[src/rtl/mul10_seq_pkg.sv]
// mul10_seq_pkg: shared widths, FSM encodings and the per-step shift table for mul10_seq
//   OP_W / HALF_W / PROD_W : operand, half-operand and product widths
//   STEP_COUNT             : partial products per operation
//   ST_IDLE/ST_MUL/ST_DONE : FSM state encodings
//   step_shift()           : left shift applied to the partial product of each step
package mul10_seq_pkg;

    localparam int OP_W       = 10;
    localparam int HALF_W     = 5;
    localparam int PROD_W     = 20;
    localparam int STEP_COUNT = 4;

    typedef logic [1:0] state_t;

    localparam logic [1:0] ST_IDLE = 2'd0;
    localparam logic [1:0] ST_MUL  = 2'd1;
    localparam logic [1:0] ST_DONE = 2'd2;

    // Step order is aL*bL, aL*bH, aH*bL, aH*bH, so the shifts are {0,5,5,10}.
    function automatic logic [3:0] step_shift(input logic [1:0] step);
        return (step == 2'd0) ? 4'd0 : (step == 2'd3) ? 4'd10 : 4'd5;
    endfunction

endpackage

[src/rtl/mul10_seq_wtm.sv]
// mul10_seq_wtm: combinational 5x5 unsigned Wallace-tree multiplier
//   i_x : 5-bit multiplicand
//   i_y : 5-bit multiplier
//   o_p : 10-bit product (carry beyond bit 9 is dropped; a 5x5 product always fits)
module mul10_seq_wtm
    import mul10_seq_pkg::*;
(
    input  logic [HALF_W-1:0] i_x,
    input  logic [HALF_W-1:0] i_y,
    output logic [OP_W-1:0]   o_p
);

    logic [OP_W-1:0] w_pp [HALF_W];
    logic [OP_W-1:0] w_s1, w_c1, w_s2, w_c2, w_s3, w_c3;

    for (genvar g = 0; g < HALF_W; g++) begin : g_pp
        assign w_pp[g] = i_y[g] ? (OP_W'(i_x) << g) : '0;
    end

    // Three 3:2 carry-save layers reduce five rows to two, then one carry-propagate add.
    assign w_s1 = w_pp[0] ^ w_pp[1] ^ w_pp[2];
    assign w_c1 = ((w_pp[0] & w_pp[1]) | (w_pp[0] & w_pp[2]) | (w_pp[1] & w_pp[2])) << 1;
    assign w_s2 = w_s1 ^ w_c1 ^ w_pp[3];
    assign w_c2 = ((w_s1 & w_c1) | (w_s1 & w_pp[3]) | (w_c1 & w_pp[3])) << 1;
    assign w_s3 = w_s2 ^ w_c2 ^ w_pp[4];
    assign w_c3 = ((w_s2 & w_c2) | (w_s2 & w_pp[4]) | (w_c2 & w_pp[4])) << 1;
    assign o_p  = w_s3 + w_c3;

endmodule

[src/rtl/mul10_seq.sv]
// mul10_seq: sequential 10x10 unsigned multiplier, one 5x5 partial product per cycle
//   clock, reset         : rising-edge clock, asynchronous active-high reset
//   in_valid, in_ready   : operand handshake (in_ready only in IDLE)
//   a, b                 : 10-bit unsigned operands
//   out_valid, out_ready : product handshake (out_valid only in DONE)
//   product              : 20-bit a*b, held while out_valid
//   busy                 : high in MUL or DONE
module mul10_seq
    import mul10_seq_pkg::*;
(
    input  logic              clock,
    input  logic              reset,
    input  logic              in_valid,
    output logic              in_ready,
    input  logic [OP_W-1:0]   a,
    input  logic [OP_W-1:0]   b,
    output logic              out_valid,
    input  logic              out_ready,
    output logic [PROD_W-1:0] product,
    output logic              busy
);

    state_t            r_state;
    logic [1:0]        r_step;
    logic [PROD_W-1:0] r_acc;
    logic [OP_W-1:0]   r_a;
    logic [OP_W-1:0]   r_b;

    logic [HALF_W-1:0] w_x;
    logic [HALF_W-1:0] w_y;
    logic [OP_W-1:0]   w_pp;
    logic [PROD_W-1:0] w_term;

    // step[1] picks the a half, step[0] the b half: aL*bL, aL*bH, aH*bL, aH*bH.
    assign w_x    = r_step[1] ? r_a[OP_W-1:HALF_W] : r_a[HALF_W-1:0];
    assign w_y    = r_step[0] ? r_b[OP_W-1:HALF_W] : r_b[HALF_W-1:0];
    assign w_term = {{(PROD_W-OP_W){1'b0}}, w_pp} << step_shift(r_step);

    mul10_seq_wtm u_wtm (
        .i_x (w_x),
        .i_y (w_y),
        .o_p (w_pp)
    );

    always_ff @(posedge clock or posedge reset) begin
        if (reset) begin
            r_state <= ST_IDLE;
            r_step  <= '0;
            r_acc   <= '0;
            r_a     <= '0;
            r_b     <= '0;
        end else begin
            case (r_state)
                ST_IDLE: if (in_valid) begin
                    r_a     <= a;
                    r_b     <= b;
                    r_acc   <= '0;
                    r_step  <= '0;
                    r_state <= ST_MUL;
                end
                ST_MUL: begin
                    r_acc   <= r_acc + w_term;
                    r_step  <= r_step + 2'd1;
                    r_state <= (r_step == 2'(STEP_COUNT - 1)) ? ST_DONE : ST_MUL;
                end
                ST_DONE: if (out_ready) r_state <= ST_IDLE;
                default: r_state <= ST_IDLE;
            endcase
        end
    end

    assign in_ready  = (r_state == ST_IDLE);
    assign out_valid = (r_state == ST_DONE);
    assign busy      = (r_state == ST_MUL) || (r_state == ST_DONE);
    assign product   = r_acc;

endmodule

[config.mk]
export PLATFORM = sky130hd
export DESIGN_NAME = mul10_seq
export DESIGN_NICKNAME = d
export VERILOG_FILES = /design/src/rtl/mul10_seq_pkg.sv /design/src/rtl/mul10_seq_wtm.sv /design/src/rtl/mul10_seq.sv
export SDC_FILE = /design/constraint.sdc
export NUM_CORES = 1
export LEC_CHECK = 0
export CAP_MARGIN = 25
export CORE_ASPECT_RATIO = 0.75
export CORE_MARGIN = 8
export CORE_UTILIZATION = 48
export DETAILED_ROUTE_END_ITERATION = 12
export GPL_ROUTABILITY_DRIVEN = 0
export HOLD_SLACK_MARGIN = 0.03
export PLACE_DENSITY = 0.74
export SYNTH_ARGS = -nofsm -noshare
export SYNTH_HDL_FRONTEND = slang
export SYNTH_SLANG_ARGS = --single-unit
[constraint.sdc]
create_clock -name clock -period 5.3 [get_ports clock]
set_clock_uncertainty 0.15 [all_clocks]
set_input_delay 1.06 -clock clock [delete_from_list [all_inputs] [get_ports clock]]
set_output_delay 1.06 -clock clock [all_outputs]
set_load 0.005 [all_outputs]
==> run metrics <==
failing checks setup timing; prevailing post-synth register cell dfrtp_1; Post-synth EDFFs 0; Slew HR around 45%; clock transition at the registers of the reported paths around 0.1 ns; period utilization 103%; ys async rst share 100%; Fill cells 611; r2r setup slk -0.14 ns; row count 27; Nets between 500 and 600; Placement Setup Slack -0.227 ns; vias in the first global route about 3200; Final Max Tran Viols 0; flop and latch count out of synthesis 44; Detailed Routing Iterations Pass 1 4; final antenna-violating net count 0; # hold bufs at CTS 0; Synth area leaders dfrtp_1 30%, ha_1 12%, mux2_2 8.6%; DRT iter0 DRCs 130; root buffer selected by CTS clkbuf_8; DR vias/cell between 5 and 6; initial antenna violation count 0; Mean Syn Cell Area between 9 and 10 um^2; final std cells w/o fill between 500 and 600; Worst Setup Start Kind register; grt ovf 0; drt total wl 9550 um; Vias between 3000 and 4000; Yosys top cell area share between 30% and 40%; clk_lat worst skew around 0.31 ns; WS Path Type reg -> reg; Post-DP HPWL 7280 um; status complete, but fails checks; min Tclk post-route 5.44 ns; Fmax 184 MHz; RSZ-0062 raised after global routing yes; arrival time worst endpoint about 5.5 ns; first-pass GRT wire length roughly 15000 um; die area 10700 um^2; Post-Route Setup TNS -0.508 ns; worst path required time ~5.4 ns; CTS H-tree lvls 2; CTS tree yes; most common cell in the netlist dfrtp_1; largest net degree at the start of global routing 45; most instantiated cells after synthesis 44 x dfrtp_1, 43 x nand2_1, 35 x ha_1; layout cells sized above 1 26.0%; Clock Tree Buf Depth 2; Inserted Diodes 0; Ys Warns 0; Setup crit end kind register; Clock Sinks between 40 and 50; wire per inst 16.3 um; worst setup margin -0.144 ns; GRT Util Overall between 10% and 20%; max capacitance violation total 0; Cells after DPL about 570; Hold Worst Slack between 0.3 and 0.4 ns; CTS Buf Count 5; drc violations 0; Buffers on Ports 46; netlist area before placement between 3000 and 4000 um^2; Post-Syn Nets 460; Gate Count Post-Synth 388; min-delay worst type reg -> reg; Worst Path Max Fanout 6; die width between 100 and 150 um; largest area contributor in the netlist dfrtp_1; Top Ports 47; total core area about 7400 um^2; sequential cell area fraction in the yosys report 30.1%; Die H between 90 and 100 um; final setup violation count 6; Worst-Margin Slew 0.823 ns; Final Hold Fails 0; initial core utilization 49.6%; Syn-to-layout area delta 33.0%; Cell variety after synth 48
==> layer usage <==
metal | share of wire, % | global-route usage (%) | vias up
met1 | 49 | 25.5 | 1517
met4 | 1.3 | 5.42 | 0
li1 | - | - | 1579
met5 | 0 | 0 | -
met2 | 43 | 26.4 | 101
met3 | 6.6 | 3.77 | 15
==> path summary, 6_finish.rpt <==
path | from | end | cells after the start
max | r_step[0] | product[15] | 24
min | r_b[0] | r_b[0] | 1
max reg2reg | r_step[0] | product[15] | 24
min reg2reg | r_b[0] | r_b[0] | 1
max in group asynchronous | reset | r_step[1] | 3
min in group asynchronous | reset | r_a[3] | 3
==> state kept, by name, indices dropped and copies added (netlist names) <==
register	count
r_b	10
product	20
r_state	2
r_step	2
r_a	10
==> cell usage in the layout (no fill, tap or decap), types with 4 or more instances in the layout <==
master           count
nor3_1               4
o31ai_1              4
a22o_1               8
xnor2_1              6
o21ai_0             18
and2_1               7
nand2_1             40
a21o_1               8
xor2_1               9
mux2_4               4
clkbuf_8             5
mux2i_2              5
dfrtp_1             43
inv_1               18
a21oi_1             15
nor2_1              27
fa_1                10
nor2b_1              4
buf_4               53
a21oi_2              7
mux2_2              24
nand2b_1             4
mux2i_1             10
nand3_1             10
ha_1                34
clkdlybuf4s50_1     46
==> worst max-delay path, cell delays in order, from the launching register on <==
cell and delay [ns]:
dfrtp_1 0.44, buf_6 0.16, mux2_4 0.32, nand2_2 0.08, fa_1 0.43, fa_1 0.51
fa_1 0.41, inv_1 0.07, ha_2 0.18, inv_2 0.04, fa_2 0.37, inv_2 0.06
a21o_1 0.13, a21oi_2 0.07, xnor2_1 0.14, mux2i_1 0.19, nor2_1 0.07, ha_1 0.34
buf_6 0.13, nand4_1 0.07, a2111o_1 0.36, buf_4 0.17, nand3_1 0.10, a211oi_2 0.09
o41ai_2 0.27
==> kinds of logic after synthesis <==
| logic type | count (synthesis) | synth area share (%) |
|---|---|---|
| simple gates | 117 | 14.8 |
| compound gates | 87 | 16.0 |
| fa+ha+maj | 48 | 19.1 |
| flops | 44 | 30.1 |
| mux | 43 | 12.7 |
| buf+inv | 34 | 3.53 |
| xor+xnor | 15 | 3.60 |
==> repair_timing <==
action	4_1_cts	5_1_grt
pin swaps	12	16
setup endpoints to repair	6	12
gates resized for setup	17	13
buffers inserted	6	7
gates cloned	0	0
==> through the flow <==
step	area (um^2)	utilization [%]
floorplan	3720	-
global placement	4550	61.8
detailed placement	4550	61.8
CTS	4770	64.7
global route	4860	66.0
finish	4860	66.0
==> area by class of cell <==
class	instances	area, um^2	area share (%)
Timing Repair Buffer	101	881	18.1
Clock inverter	3	46.3	0.953
Clock buffer	5	68.8	1.42
Multi-Input combinational cell	310	2550	52.5
Inverter	22	82.6	1.70
Tap cell	101	126	2.60
Sequential cell	44	1100	22.7
Power is left out: the tool's default activity adds up to more than one toggle a clock period on the data nets, which glitch-free logic cannot reach.
